===== config.mk =====
export PLATFORM = sky130hd
export DESIGN_NAME = sound_seek_ctrl
export DESIGN_NICKNAME = d
export VERILOG_FILES = /design/src/rtl/sound_seek_ctrl.sv
export SDC_FILE = /design/constraint.sdc
export NUM_CORES = 1
export LEC_CHECK = 0
export CAP_MARGIN = 20
export CELL_PAD_IN_SITES_DETAIL_PLACEMENT = 0
export CELL_PAD_IN_SITES_GLOBAL_PLACEMENT = 1
export CORE_MARGIN = 3
export CORE_UTILIZATION = 40
export CTS_CLUSTER_SIZE = 16
export DETAILED_ROUTE_END_ITERATION = 12
export PLACE_DENSITY = 0.7
export SLEW_MARGIN = 5
export SYNTH_ARGS = -nofsm -noshare
export SYNTH_HDL_FRONTEND = slang
export SYNTH_SLANG_ARGS = --single-unit

===== constraint.sdc =====
create_clock -name clk -period 2.9 [get_ports clk]
set_input_delay 0.435 -clock clk [delete_from_list [all_inputs] [get_ports clk]]
set_output_delay 0.435 -clock clk [all_outputs]
set_load 0.05 [all_outputs]

===== src/rtl/sound_seek_ctrl.sv =====
// Sound-seek sequencer: arms a direction finder, collects matching votes,
// commands a motor turn, waits for completion and settles before returning idle.
module sound_seek_ctrl #(
    parameter int unsigned VOTES          = 3,
    parameter int unsigned LISTEN_TIMEOUT = 5_000_000,
    parameter int unsigned COOLDOWN       = 1_000_000
) (
    input  logic       clk,
    input  logic       rst_n,
    input  logic       start,
    input  logic       abort,
    input  logic [1:0] direction,
    input  logic       turn_ack,
    input  logic       turn_done,
    output logic       finder_en,
    output logic       turn_req,
    output logic [1:0] turn_dir,
    output logic       busy,
    output logic       done,
    output logic       timeout
);

    localparam int unsigned TW = 24;
    localparam int unsigned CW = 4;

    typedef enum logic [2:0] {
        S_IDLE, S_ARM, S_LISTEN, S_TURN, S_WAIT_DONE, S_COOLDOWN
    } state_t;

    state_t        state, state_n;
    logic [TW-1:0] timer, timer_n;
    logic [CW-1:0] count, count_n;
    logic [1:0]    vote, vote_n;

    logic       finder_en_n, turn_req_n, busy_n, done_n, timeout_n;
    logic [1:0] turn_dir_n;
    logic       detect;

    assign detect = (direction == 2'b01) || (direction == 2'b10);

    // State, working registers and registered outputs
    always_ff @(posedge clk) begin
        if (!rst_n) begin
            state     <= S_IDLE;
            timer     <= '0;
            count     <= '0;
            vote      <= 2'b00;
            finder_en <= 1'b0;
            turn_req  <= 1'b0;
            turn_dir  <= 2'b00;
            busy      <= 1'b0;
            done      <= 1'b0;
            timeout   <= 1'b0;
        end else begin
            state     <= state_n;
            timer     <= timer_n;
            count     <= count_n;
            vote      <= vote_n;
            finder_en <= finder_en_n;
            turn_req  <= turn_req_n;
            turn_dir  <= turn_dir_n;
            busy      <= busy_n;
            done      <= done_n;
            timeout   <= timeout_n;
        end
    end

    // Next-state and working-register update
    always_comb begin
        state_n = state;
        timer_n = timer;
        count_n = count;
        vote_n  = vote;
        unique case (state)
            S_IDLE: begin
                if (start) begin
                    state_n = S_ARM;
                    timer_n = '0;
                    count_n = '0;
                    vote_n  = 2'b00;
                end
            end
            S_ARM: begin
                // finder held low for two cycles so its latched result clears
                if (timer == TW'(1)) begin
                    state_n = S_LISTEN;
                    timer_n = '0;
                end else begin
                    timer_n = timer + TW'(1);
                end
            end
            S_LISTEN: begin
                if (detect) begin
                    if (direction == vote) begin
                        count_n = count + CW'(1);
                    end else begin
                        count_n = CW'(1);
                        vote_n  = direction;
                    end
                    if (count_n == CW'(VOTES)) begin
                        state_n = S_TURN;
                    end else begin
                        state_n = S_ARM;
                        timer_n = '0;
                    end
                end else if (timer == TW'(LISTEN_TIMEOUT - 1)) begin
                    state_n = S_IDLE;
                end else begin
                    timer_n = timer + TW'(1);
                end
            end
            S_TURN: begin
                if (turn_ack) state_n = S_WAIT_DONE;
            end
            S_WAIT_DONE: begin
                if (turn_done) begin
                    state_n = S_COOLDOWN;
                    timer_n = '0;
                end
            end
            S_COOLDOWN: begin
                if (timer == TW'(COOLDOWN - 1)) begin
                    state_n = S_IDLE;
                end else begin
                    timer_n = timer + TW'(1);
                end
            end
            default: state_n = S_IDLE;
        endcase
        if (abort) state_n = S_IDLE;
    end

    // Output values for the coming cycle, derived from the transition taken
    always_comb begin
        finder_en_n = 1'b0;
        turn_req_n  = 1'b0;
        turn_dir_n  = 2'b00;
        busy_n      = 1'b0;
        done_n      = 1'b0;
        timeout_n   = 1'b0;
        finder_en_n = (state_n == S_LISTEN);
        turn_req_n  = (state_n == S_TURN);
        busy_n      = (state_n != S_IDLE);
        if (state_n == S_TURN) turn_dir_n = vote_n;
        done_n      = !abort && (state == S_COOLDOWN) && (state_n == S_IDLE);
        timeout_n   = !abort && (state == S_LISTEN) && (state_n == S_IDLE);
    end

endmodule


==> qor.yml <==
status:
  run_status: "finished, final reports clean"
detailed_routing:
  drcViolationCount: 0
  drt-wirelength-per-cell_um: 16.3
  postRouteAntennaNets: 0
  avgViaCountPerCell: 5.74
  route.vias.total: 2267
  routed_wirelength_mm: 6.44
  drt-pass1-iter-count: 4
  first_iter_violations: 166
final_layout:
  antenna_cells: 0
  final_core_util_pct: 48.4
  final_net_count: 333
  synthToLayoutAreaGrowth_pct: 14.4
  share_of_cells_above_drive_strength_1_pct: 13.3
synth:
  post-synth-top-count-cell: "sky130_fd_sc_hd__nand2_1"
  synth_common_cells: "sky130_fd_sc_hd__nand2_1 (42), sky130_fd_sc_hd__dfxtp_1 (40), sky130_fd_sc_hd__a21oi_1 (25)"
  post_synth.cell_area_avg_um2: 7.80
  ys_top_cells_by_area: "sky130_fd_sc_hd__dfxtp_1 (34%), sky130_fd_sc_hd__nand2_1 (6.6%), sky130_fd_sc_hd__a21oi_1 (5.3%)"
  synth_sequential_area_ratio_pct: 33.8
  seq_cells_post_synth: 40
  netlist.area_leader.share_pct: 33.8
  count_of_flip_flops_with_a_built_in_enable_after_synthesis: 0
  postSynth.asyncResetShare_pct: 0
  synthDominantAreaCellType: "sky130_fd_sc_hd__dfxtp_1"
  synth_cell_type_count: 61
  synth_flop_cell: "sky130_fd_sc_hd__dfxtp_1"
  syn_inst: 304
  synthesized_netlist_net_count: 315
  synth.yosys.warnings: 0
  syn_area_um2: 2370
floorplan:
  floorplan.die.width_um: 83.0
  top_level_ports: 15
  fp.dieH_um: 83.0
  initial_utilization_pct: 42.3
  die_area_um2: 6890
  floorplan.core_area_um2: 5610
  fp-row-count: 27
placement:
  placement.io_buffers: 14
  place_hpwl_mm: 4.58
  pre_cts_ws_ns: 0.229
  finalWeightedCongestion: 0.824
clocking:
  clock_tree.buffer_depth: 2
  cts-resized-gates: 0
  cts_tree: "yes"
  post_cts_hold_buffer_count: 0
  worstSkewPairLatency_ns: 0.30
  ctsHtreeMaxLevel: 2
  cts_setup_buffers: 0
  clock-sinks: 40
  clock-root-buffer: "sky130_fd_sc_hd__clkbuf_8"
  cts_made_buffers: 5
  clock_transition_at_the_registers_of_the_reported_paths_ns: 0.09
global_route:
  groute.layer.met3.usage_pct: 2.98
  top_usage_layer: "met1"
  grt_start_max_net_pins: 22
  grt_usage_pct: 19.0
  overflow: 0
  number_of_antenna_violations_at_the_first_check_in_global_routing: 0
  first_global_vias: 2165
  first_pass_grt_wire_length_mm: 10.9
  use_met1_pct: 28.8
  global_route.usage.met2_pct: 27.8
setup_path:
  timing.critical_path.to_type: "flip-flop"
  startpoint_type_of_the_worst_setup_path: "flip-flop"
  critPathRequiredTime_ns: 3.10
  cp_max_fo: 13
  critical_path_class: "flip-flop to flip-flop"
  cp.arrival_ns: 2.85
power:
  leakage_power_nw: 0.911
  power-per-cell-area_nw_per_um2: 389
  ir_worst_vdd_uv: 311
timing:
  report.final.setup_viol: 0
  hold_violations: 0
  final_max_slew_viol_count: 0
  timing.setup.tns_ns: 0
  fin_skew_ns: 0.00910
  max-slew-margin-rel_pct: 54.8
  grt_setup_unrepaired: "false"
  final_cycle_share_pct: 91.4
  period_minus_slack_ns: 2.65
  finalWorstSetupSlack_ns: 0.251
  timing_worst_slew_pin_value_ns: 0.677
  fmax_ghz: 0.377
run:
  max_cap_violations: 0
worst_hold_path:
  timing.hold.worst.class: "flip-flop to flip-flop"
## layer usage
metal	vias to the layer above	part of all wire (%)
met4	0	0.81
met5	-	0
met1	1069	54
met2	35	42
met3	5	3.2
li1	1158	-
## worst paths after layout
kind / start / depth (start not counted) / to / slack [ns]
max: timer[23] / 6 / timer[22] / 0.25
min: count[1] / 2 / count[1] / 0.49
max reg2reg: timer[23] / 6 / timer[22] / 0.25
min reg2reg: count[1] / 2 / count[1] / 0.49
## registers in the layout, summed over array words and instances, names as in the netlist
| register | flops |
|---|---|
| finder_en | 1 |
| timeout | 1 |
| count | 4 |
| busy | 1 |
| state | 3 |
| turn_req | 1 |
| turn_dir | 2 |
| vote | 2 |
| done | 1 |
| timer | 24 |
## layout by cell type, fill, tap and decap left out, types with 6 or more instances in the layout
| cell | instances |
|---|---|
| sky130_fd_sc_hd__dfxtp_1 | 40 |
| sky130_fd_sc_hd__a21oi_1 | 25 |
| sky130_fd_sc_hd__nor2_1 | 19 |
| sky130_fd_sc_hd__nand4_1 | 7 |
| sky130_fd_sc_hd__o21ai_0 | 14 |
| sky130_fd_sc_hd__clkdlybuf4s50_1 | 14 |
| sky130_fd_sc_hd__inv_1 | 9 |
| sky130_fd_sc_hd__or3_1 | 9 |
| sky130_fd_sc_hd__o22ai_1 | 7 |
| sky130_fd_sc_hd__nor4_1 | 8 |
| sky130_fd_sc_hd__nand2_1 | 42 |
| sky130_fd_sc_hd__nand3_1 | 16 |
| sky130_fd_sc_hd__nor3_1 | 8 |
| sky130_fd_sc_hd__or4_1 | 6 |
| sky130_fd_sc_hd__buf_4 | 14 |
## cell families (layout without fill, tap and decap cells)
family                   after synthesis  in the layout  synth area share, %
adder cells (fa/ha/maj)                3              3                 1.58
flip-flops                            40             40                 33.8
XOR/XNOR                               5              5                 1.85
buffers and inverters                 28             47                 6.54
multiplexers                           1              1                0.422
AO/OA/AOI/OAI                         76             76                 21.1
AND/OR/NAND/NOR                      151            151                 34.7
## layout make-up
class	instances	area, um^2
Tap cell	72	90.1
Clock inverter	3	18.8
Fill cell	590	2890
Sequential cell	40	801
Timing Repair Buffer	30	285
Clock buffer	5	68.8
Inverter	9	33.8
Multi-Input combinational cell	236	1420
## critical path, stage by stage (launching register included)
cell	delay [ns]
sky130_fd_sc_hd__dfxtp_1	0.34
sky130_fd_sc_hd__or4_1	0.56
sky130_fd_sc_hd__or4_4	0.58
sky130_fd_sc_hd__o21a_1	0.23
sky130_fd_sc_hd__o211ai_2	0.49
sky130_fd_sc_hd__nor2_1	0.11
sky130_fd_sc_hd__o221a_1	0.25
## power by group
group	internal (mW)	switching, mW
logic	0.0483	0.0732
registers	0.551	0.00368
clock network	0.168	0.211
## per-stage QoR
step | power (mW) | area (um^2) | hold WS [ns] | std cells
after floorplan | 0.647 | 2370 | 0.449 | 304
after global placement | 0.690 | 2630 | 0.467 | 387
after detailed placement | 0.690 | 2630 | 0.482 | 387
after CTS | 1.06 | 2710 | 0.495 | 395
after global routing | 1.10 | 2710 | 0.520 | 395
final | 1.06 | 2710 | 0.485 | 395
Note: power is estimated with default switching activity, not from simulation.
